--- config.mk ---
export PLATFORM = sky130hd
export DESIGN_NAME = rf_write_arbiter
export DESIGN_NICKNAME = d
export VERILOG_FILES = /design/src/rtl/rf_ctrl_pkg.sv /design/src/rtl/rr_arbiter2.sv /design/src/rtl/rf_write_arbiter.sv
export SDC_FILE = /design/constraint.sdc
export NUM_CORES = 1
export LEC_CHECK = 0
export CORE_UTILIZATION = 42
export CTS_BUF_LIST = sky130_fd_sc_hd__clkbuf_8
export DETAILED_ROUTE_END_ITERATION = 12
export GPL_ROUTABILITY_DRIVEN = 0
export PLACE_DENSITY = 0.92
export RECOVER_POWER = 25
export SYNTH_ARGS = -nofsm -noshare
export SYNTH_HDL_FRONTEND = slang
export SYNTH_SLANG_ARGS = --single-unit
--- constraint.sdc ---
create_clock -name clk_i -period 1.8 [get_ports clk_i]
set_input_delay 0.45 -clock clk_i [delete_from_list [all_inputs] [get_ports clk_i]]
set_output_delay 0.45 -clock clk_i [all_outputs]
set_load 0.05 [all_outputs]
--- src/rtl/rf_ctrl_pkg.sv ---
// Shared types and constants for the register-file write controller.
// Holds the FSM state encoding and the register-file geometry.
package rf_ctrl_pkg;
   localparam int RF_NUM_REGS = 32;
   localparam int RF_ADDR_W   = 5;

   typedef enum logic {
      ST_CLEAR = 1'b0,
      ST_ARB   = 1'b1
   } rf_state_t;
endpackage

--- src/rtl/rr_arbiter2.sv ---
// Two-input round-robin grant: the pointer names the favoured requester
// when both are valid; a lone valid always wins.
module rr_arbiter2 (
   input  logic [1:0] i_valid,
   input  logic       i_ptr,
   output logic [1:0] o_grant
);
   assign o_grant[0] = i_valid[0] & (~i_valid[1] | ~i_ptr);
   assign o_grant[1] = i_valid[1] & (~i_valid[0] |  i_ptr);
endmodule

--- src/rtl/rf_write_arbiter.sv ---
// Register-file write-port arbiter: optional post-reset clear of x1..x31,
// then round-robin arbitration of two write requesters with one-cycle latency.
module rf_write_arbiter
   import rf_ctrl_pkg::*;
#(
   parameter int INIT_CLEAR = 1
) (
   input  logic                 clk_i,
   input  logic                 rst_i,
   input  logic                 req0_valid_i,
   input  logic [RF_ADDR_W-1:0] req0_addr_i,
   input  logic [31:0]          req0_data_i,
   output logic                 req0_ready_o,
   input  logic                 req1_valid_i,
   input  logic [RF_ADDR_W-1:0] req1_addr_i,
   input  logic [31:0]          req1_data_i,
   output logic                 req1_ready_o,
   output logic [RF_ADDR_W-1:0] rf_write_addr_o,
   output logic [31:0]          rf_write_data_o,
   output logic                 rf_write_enable_o,
   output logic                 busy_o,
   output logic                 last_grant_o
);
   localparam rf_state_t            RESET_STATE = (INIT_CLEAR != 0) ? ST_CLEAR : ST_ARB;
   localparam logic [RF_ADDR_W-1:0] LAST_REG    = RF_ADDR_W'(RF_NUM_REGS - 1);

   rf_state_t            r_state;
   rf_state_t            w_state_nxt;
   logic [RF_ADDR_W-1:0] r_clr_cnt;
   logic                 r_ptr;
   logic                 r_last_grant;
   logic [RF_ADDR_W-1:0] r_wr_addr;
   logic [31:0]          r_wr_data;
   logic                 r_wr_en;
   logic [1:0]           w_grant;
   logic                 w_arb;
   logic [1:0]           w_hs;

   rr_arbiter2 u_rr (
      .i_valid ({req1_valid_i, req0_valid_i}),
      .i_ptr   (r_ptr),
      .o_grant (w_grant)
   );

   // Readies are forced low while reset is held, even when reset lands in ARB.
   assign w_arb = (r_state == ST_ARB) & ~rst_i;
   assign w_hs  = w_arb ? w_grant : 2'b00;

   assign req0_ready_o      = w_hs[0];
   assign req1_ready_o      = w_hs[1];
   assign busy_o            = (r_state == ST_CLEAR);
   assign last_grant_o      = r_last_grant;
   assign rf_write_addr_o   = r_wr_addr;
   assign rf_write_data_o   = r_wr_data;
   assign rf_write_enable_o = r_wr_en;

   always_ff @(posedge clk_i or posedge rst_i) begin
      if (rst_i) begin
         r_state <= RESET_STATE;
      end else begin
         r_state <= w_state_nxt;
      end
   end

   always_comb begin
      w_state_nxt = r_state;
      if ((r_state == ST_CLEAR) && (r_clr_cnt == LAST_REG)) begin
         w_state_nxt = ST_ARB;
      end
   end

   always_ff @(posedge clk_i or posedge rst_i) begin
      if (rst_i) begin
         r_clr_cnt    <= RF_ADDR_W'(1);
         r_ptr        <= 1'b0;
         r_last_grant <= 1'b0;
         r_wr_addr    <= '0;
         r_wr_data    <= '0;
         r_wr_en      <= 1'b0;
      end else if (r_state == ST_CLEAR) begin
         r_wr_addr <= r_clr_cnt;
         r_wr_data <= '0;
         r_wr_en   <= 1'b1;
         r_clr_cnt <= r_clr_cnt + RF_ADDR_W'(1);
      end else if (w_hs[0]) begin
         // x0 is hardwired: the request is consumed but never written.
         r_wr_addr    <= req0_addr_i;
         r_wr_data    <= req0_data_i;
         r_wr_en      <= |req0_addr_i;
         r_ptr        <= 1'b1;
         r_last_grant <= 1'b0;
      end else if (w_hs[1]) begin
         r_wr_addr    <= req1_addr_i;
         r_wr_data    <= req1_data_i;
         r_wr_en      <= |req1_addr_i;
         r_ptr        <= 1'b0;
         r_last_grant <= 1'b1;
      end else begin
         r_wr_en <= 1'b0;
      end
   end
endmodule

* After elaboration in Yosys (flattened, before gate mapping)
Index checks and enable logic that the tools add are counted.
** Operators by class
- $add $sub $neg :: 1
- Multiply operators :: 0
- Divide/modulo/power cells :: 0
- Order comparisons :: 0
- Equal/unequal tests :: 2
- Shift-type cells :: 0
- Multiplexer cells :: 14
- Bitwise gates (word level) :: 10
- Reduce and logical (&&, ||, !) cells :: 5
** Operator list (count)
- $mux W32 :: 3
- $mux W5 :: 3
- $reduce_or A5 Y1 :: 2
- $mux W1 :: 7
- $add A5 B1 Y5 const B :: 1
- $eq A5 B5 Y1 const B :: 1
- $not A1 Y1 :: 5
- $and A1 B1 Y1 :: 3
- $ne A3 B1 Y1 const B :: 1
- $mux W2 :: 1
- $or A1 B1 Y1 :: 2
- $reduce_and A2 Y1 :: 1
- $reduce_bool A2 Y1 :: 1
- $logic_and A1 B1 Y1 :: 1
** Word-level totals
- Register bits :: 46
- Bits in latches :: 0
- Memory bits (writable) :: 0
- Memory bits (read-only) :: 0
- Input port bits :: 78
- Output and inout port bits :: 42
- Word-level logic and storage cells :: 39
- Memories :: 0

* Depth between registers and ports, before layout
Gate-level depths: netlist (run 1).
- Depth after elaboration :: 7
- Depth in mapped cells :: 7

* By module
A second synthesis (run 1) with hierarchy kept.
** Unflattened totals
- Cells, all modules :: 217
- Area total of the unflattened synthesis :: 2441.1 um2
** By module, submodules not included
- rf_write_arbiter :: times used 1, cells each 214, area each 2422.3 um2, seq. area each 1152.4 um2
- rr_arbiter2 :: times used 1, cells each 3, area each 18.8 um2, seq. area each 0.0 um2

* Least setup slack after synthesis (run 1)
No wires, ideal clock.
- Path kind :: input-to-output
- Start point :: input rst_i
- End point :: output req1_ready_o
- Data arrival time :: 1.986 ns
- Path slack :: -0.636 ns
- Cell stages on the path :: 3
- Path buffers :: 1
- Cells stage by stage :: nand2b_1 clkbuf_2 nor3b_1
** On the way
- Word-level cells in the longest chain between the ends :: 3
** Ends and longest elaborated chain
- start: declaration :: RTL line rf_write_arbiter.sv:9 : input logic rst_i,
- $not A1 Y1 :: RTL line rf_write_arbiter.sv:46 : assign w_arb = (r_state == ST_ARB) & ~rst_i;
- $and A1 B1 Y1 :: RTL line rf_write_arbiter.sv:46
- $mux W2 :: RTL line rf_write_arbiter.sv:47 : assign w_hs = w_arb ? w_grant : 2'b00;
- end: declaration :: RTL line rf_write_arbiter.sv:17 : output logic req1_ready_o,
No other way between the ends.

* Worst setup path in the final report (run 1)
- Start point :: register r_ptr
- End point :: output req1_ready_o
** On the way
- Word-level cells in the longest chain between the ends :: 3
** Ends and longest elaborated chain
- start: declaration :: RTL line rf_write_arbiter.sv:30 : logic r_ptr;
- start signal: assignment :: RTL line rf_write_arbiter.sv:75 : r_ptr <= 1'b0;
- start signal: assignment :: RTL line rf_write_arbiter.sv:90 : r_ptr <= 1'b1;
- start signal: assignment :: RTL line rf_write_arbiter.sv:96 : r_ptr <= 1'b0;
- $or A1 B1 Y1 :: RTL line rr_arbiter2.sv:9 : assign o_grant[1] = i_valid[1] & (~i_valid[0] | i_ptr);
- $and A1 B1 Y1 :: RTL line rr_arbiter2.sv:9
- $mux W2 :: RTL line rf_write_arbiter.sv:47
No other way between the ends.

==> flow_summary.ini, run 1 <==
[power_and_ir_drop]
combPwrFrac_pct = 40.9
p_sw_share_pct = 37.1
power_mw = 3.45
p_seq_share_pct = 36.4
clockPowerShare_pct = 22.7
p_leak_nw = 1.77
power.switching_mw = 1.28
p_per_area_mw_per_mm2 = 877
peakVddDrop_uv = 475
power.internal_mw = 2.17

[layout]
layout_common_cells = 74 x clkdlybuf4s50_1, 71 x nand2_1, 55 x buf_4, 44 x dfrtp_1, 37 x a211oi_1
diodes = 0
final_common_cell = clkdlybuf4s50_1
nNetsFinal = 456
num-fill-cells = 430
drive_above_1_share_pct = 30.2
fin_util_pct = 69.7
stdcell_area_mm2 = 0.00393
syn2layout_area_growth_pct = 55.3

[worst_setup_path]
crit_path_end_kind = primary output
worstSetupStartpoint = r_ptr
slowest_delay_ps = 450
reg2reg_depth = 3
critPathArrivalTime_ps = 1340
path_cells = nand2b_4 -> nor3b_4 -> buf_12
cp_data_required_time_ps = 1350
critPathMaxFanout = 5
r2r-end = rf_write_data_o[3]
r2r_slack_ps = 180
critPathLaunchType = register
r2r_start = r_ptr
crit_end = req1_ready_o
path_class = register to primary output
cp_slowest_cell = dfrtp_2

[floorplanning]
dieArea_mm2 = 0.00634
fp.dieW_um = 79.7
fp-row-count = 27
io_pins = 120
coreArea_mm2 = 0.00564
die_y_um = 79.7
initial_core_util_pct = 44.9

[route]
drt-initial-drc-count = 127
drc_errors = 0
wl_um = 7220
firstDrtPassIters = 4
postRouteAntennaNets = 0
viasPerCell = 5.40
vias = 2425
routedWlPerCell_um = 16.1

[yosys]
netlist_area_mm2 = 0.00253
synth.avg_cell_area_um2 = 10.0
synth_xor_area_share_pct = 1.04
ys_seq_area_share_pct = 45.5
synth-seq-cells = 46
yosys_warnings = 0
ys_types = 36
syn_nets = 332
synthAdderAreaFrac_pct = 0.988
synth_simple_gate_area_share_pct = 13.7
muxShareOfSynthArea_pct = 2.08
synth_compound_area_share_pct = 30.7
syn_inst = 252
synth_top_family_by_area = compound AO/OA/AOI/OAI gates

[place]
placed_area_mm2 = 0.00379
hpwlAfterDp_um = 5210
numPortBuffers = 119

[sta]
hold_viol_final = 0
worst_clock_skew_ps = 11.1
slew_violations = 0
fmax_mhz = 560
fin_crit_sh_pct = 99.2
setup_viol = 0
rsz0062_at_grt = yes
worst_pin_slew_ps = 889
slew_headroom_pct = 40.4
period_minus_slack_ps = 1790

[clock_network]
clkTransAtPathRegs_ps = 80
cts_made_buffers = 5
root_buffer = clkbuf_8
cts_buffer_depth = 2
clock-sinks = 46
clock_latency_ps = 300
h-tree-depth = 2
holdBufCountCts = 0
cts_tree = yes

[global_routing]
overflow = 0
grt_max_degree = 39
grtUsageTotal_pct = 23.3
grt_pass1_wl_um = 11400
antenna_found_initial = 0
grt_pass1_vias = 2488

[hold_path]
worstHoldPathType = input pin to async pin

[run]
maxCapViolCount = 0

[run_status]
status = complete, no violations
==> cell families (layout without fill, tap and decap cells) <==
| logic type | Yosys count | count (layout) |
|---|---|---|
| and+or+nand+nor | 85 | 85 |
| adders and majority gates | 2 | 2 |
| buffers and inverters | 28 | 152 |
| DFF | 46 | 46 |
| xor gates and xnor gates | 3 | 3 |
| AOI/OAI and AO/OA | 83 | 84 |
| muxes | 5 | 5 |
==> registers in the layout (all words and copies together), names as in the netlist <==
signal             cells
rf_write_enable_o      1
rf_write_data_o       32
r_ptr                  1
rf_write_addr_o        5
r_state                1
last_grant_o           1
r_clr_cnt              5
==> repair_timing <==
action / 4_1_cts / 5_1_grt
cloned: 0 / 1
endpoints found under the setup margin: 39 / 27
setup buffers: 2 / 1
pin swaps: 1 / 2
resized for setup: 8 / 5
==> synth_stat cells (all sizes together) <==
library cell | count | area (µm²)
o21ba | 1 | 10.0
a21oi | 1 | 5.00
dfstp | 1 | 26.3
dfrtp | 45 | 1130
buf | 14 | 97.6
a221o | 1 | 10.0
or2 | 2 | 12.5
nor3 | 1 | 5.00
a21bo | 1 | 10.0
a211o | 1 | 8.76
nor2 | 3 | 13.8
mux2 | 2 | 22.5
nor2b | 1 | 6.26
nor4 | 1 | 6.26
xnor2 | 3 | 26.3
clkbuf | 10 | 38.8
inv | 4 | 15.0
a211oi | 37 | 278
ha | 2 | 25.0
mux2i | 3 | 30.0
o2bb2ai | 1 | 8.76
a22oi | 36 | 420
and3 | 1 | 6.26
o21ai | 3 | 15.0
nor3b | 1 | 7.51
a21boi | 1 | 11.3
nand2b | 3 | 18.8
nand2 | 71 | 267
nand3 | 1 | 5.00
==> power by group through the flow <==
stage,combinational (mW),clock [mW],sequential [mW]
after floorplan,0.424,0,1.72
after global placement,1.38,0,1.27
after detailed placement,1.41,0,1.27
after CTS,1.41,0.795,1.25
after global routing,1.50,0.852,1.27
final,1.41,0.783,1.26
==> critical path: cells and delay by family, from the launching register on <==
| kind | cells | cell delay [ps] |
|---|---|---|
| buf+inv | 1 | 180 |
| flops | 1 | 450 |
| simple gates | 2 | 420 |
==> layer usage <==
layer	vias to the layer above	wire length [µm]	share of wire (%)	GRT usage [%]
met4	0	208	2.9	10.7
li1	1161	-	-	-
met5	-	0	0	0
met1	1155	2860	40	27.4
met3	17	367	5.1	4.34
met2	92	3790	52	40.9
==> layout make-up <==
type	count	area [µm²]	share of cell area [%]
Clock buffer	6	82.6	2.10
Clock inverter	2	33.8	0.859
Inverter	4	15.0	0.382
Multi-Input combinational cell	179	1280	32.6
Sequential cell	46	1150	29.3
Tap cell	72	90.1	2.29
Timing Repair Buffer	140	1280	32.5
==> stage by stage <==
stage	setup slack, ps	hold WS, ps	cells	TNS, ps
global route	-33.1	431	449	-33.1
detailed placement	-518	490	437	-18440
finish	14.6	391	449	0
CTS	6.34	396	447	0
global placement	-425	486	437	-15750
floorplan	-82.7	458	252	-82.7
==> worst min path at each step <==
stage / endpoint / start / slack [ps]
3_5_place_dp: r_clr_cnt[3] / r_clr_cnt[3] / 490
2_1_floorplan: r_clr_cnt[3] / r_clr_cnt[3] / 460
4_1_cts: r_clr_cnt[3] / rst_i / 400
5_1_grt: r_clr_cnt[2] / rst_i / 430
6_report: r_clr_cnt[2] / rst_i / 390
3_3_place_gp: r_clr_cnt[3] / r_clr_cnt[3] / 490
(Power assumes the default switching activity.)
==> inputs of run 2 (changes only) <==
Settings changed: CELL_PAD_IN_SITES_DETAIL_PLACEMENT set to 0, CELL_PAD_IN_SITES_GLOBAL_PLACEMENT set to 1, CORE_UTILIZATION 42 to 31, PLACE_DENSITY 0.92 to 0.93.
==> flow_summary.ini, run 2 (same netlist as run 1, synthesis figures left out) <==
[route]
vias = 2344
routedWlPerCell_um = 14.9
drc_errors = 0
viasPerCell = 4.93
wl_um = 7090
postRouteAntennaNets = 0
firstDrtPassIters = 4
drt-initial-drc-count = 89

[clock_network]
h-tree-depth = 2
cts_tree = yes
cts_buffer_depth = 2
clkTransAtPathRegs_ps = 90
root_buffer = clkbuf_8
clock_latency_ps = 290
clock-sinks = 46
holdBufCountCts = 0
cts_made_buffers = 5

[worst_setup_path]
r2r-end = rf_write_data_o[28]
critPathLaunchType = input pin
crit_path_end_kind = primary output
r2r_slack_ps = 80
r2r_start = r_ptr
reg2reg_depth = 3
critPathMaxFanout = 3
cp_data_required_time_ps = 1350
critPathArrivalTime_ps = 1320
path_class = input pin to primary output

[layout]
layout_common_cells = 74 x clkdlybuf4s50_1, 71 x nand2_1, 53 x buf_4, 44 x dfrtp_1, 37 x a211oi_1
multi_input_area_mm2 = 0.00126
num-fill-cells = 732
seqCellArea_mm2 = 0.00115
fin_cells = 475
syn2layout_area_growth_pct = 55.4
final_common_cell = clkdlybuf4s50_1
largest_reg_flops = 32
drive_above_1_share_pct = 29.2
diodes = 0
nNetsFinal = 452

[sta]
worst_clock_skew_ps = 5.03
hold_viol_final = 0
fin_crit_sh_pct = 98.3
slew_violations = 0
fmax_mhz = 565
worst_pin_slew_ps = 1050
period_minus_slack_ps = 1770
slew_headroom_pct = 29.9
setup_viol = 0
finalWorstSetupSlack_ps = 30.2
rsz0062_at_grt = yes

[place]
numPortBuffers = 119
dp_cells = 466
hpwlAfterDp_um = 5210
dp_slack_ps = -476

[global_routing]
grt_max_degree = 47
grt_pass1_vias = 2485
overflow = 0
grtUsageTotal_pct = 16.9
antenna_found_initial = 0
grt_pass1_wl_um = 11800

[run_status]
status = complete, no violations

[power_and_ir_drop]
peakVddDrop_uv = 395
power_mw = 3.41
p_leak_nw = 1.75
p_per_area_mw_per_mm2 = 867

[run]
maxCapViolCount = 0

[floorplanning]
initial_core_util_pct = 32.4
coreArea_mm2 = 0.00781
dieArea_mm2 = 0.00853
io_pins = 120
die_y_um = 92.4
fp-row-count = 32
fp.dieW_um = 92.4

[hold_path]
hp-start = r_clr_cnt[0]
worstHoldPathType = register to register
worstHoldEndpoint = r_clr_cnt[0]
hold_path_depth = 1
run 2: cell count changes in the layout (fill, tap and decap cells not counted), sizes merged:
| cell | change |
|---|---|
| clkinvlp | +1 |
| clkdlybuf4s15 | -1 |
| a21boi | -1 |
| clkinv | +1 |
| inv | -1 |
| dlygate4sd2 | +2 |
| clkbuf | -5 |
run 2: how the worst max path moves through the flow:
stage                       from                  end  slack (ps)  depth (start not counted)
floorplan                  rst_i         req1_ready_o         -80                          3
global placement    req1_valid_i  rf_write_data_o[18]        -400                          4
detailed placement  req1_valid_i  rf_write_data_o[28]        -480                          4
CTS                 req0_valid_i         req1_ready_o           3                          5
global route               r_ptr  rf_write_data_o[25]         -20                          3
finish                     rst_i         req1_ready_o          30                          4
run 2: repair_timing:
action                                 4_1_cts  5_1_grt
buffers inserted                             1        0
endpoints found under the hold margin        0        0
setup endpoints to repair                   38        4
cloned                                       0        0
pin swaps                                    1        0
gates resized for setup                      6        2
run 2: through the flow:
step | utilization (%) | setup TNS [ps] | cell area, µm² | hold WS [ps]
2_1_floorplan | - | -82.7 | 2540 | 458
3_3_place_gp | 49.0 | -14490 | 3820 | 481
3_5_place_dp | 49.0 | -16240 | 3820 | 488
4_1_cts | 50.6 | 0 | 3950 | 479
5_1_grt | 50.4 | -51.1 | 3940 | 536
6_report | 50.4 | 0 | 3940 | 499
run 2: final cells by class:
type	instances	area share, %
flip-flops and latches	46	29.3
multi-input cells	178	32.1
inverters	4	0.382
repair buffers	137	32.2
well taps	102	3.24
clock inverters	3	1.05
clock buffers	5	1.75
run 2: layer usage:
metal	GRT usage, %	wire length, µm
met5	0	0
met4	3.13	45
met3	3.45	353
met2	30.5	3650
met1	20.9	3040
run 2: where the power goes:
group / switching, mW / leakage [nW] / internal (mW)
Clock: 0.356 / 0.0556 / 0.409
Combinational: 0.843 / 1.16 / 0.548
Sequential: 0.0860 / 0.527 / 1.17
Total: 1.29 / 1.75 / 2.12
run 2: worst max-delay path: stages:
cell and delay (ps):
dlygate4sd2_1 260, nand2b_4 170, nor3b_4 270, buf_12 170
==> inputs of run 3 (changes only) <==
Settings changed: CAP_MARGIN set to 0.
==> results of run 3 <==
The final DEF is identical to that of run 2; final timing and power are the same.
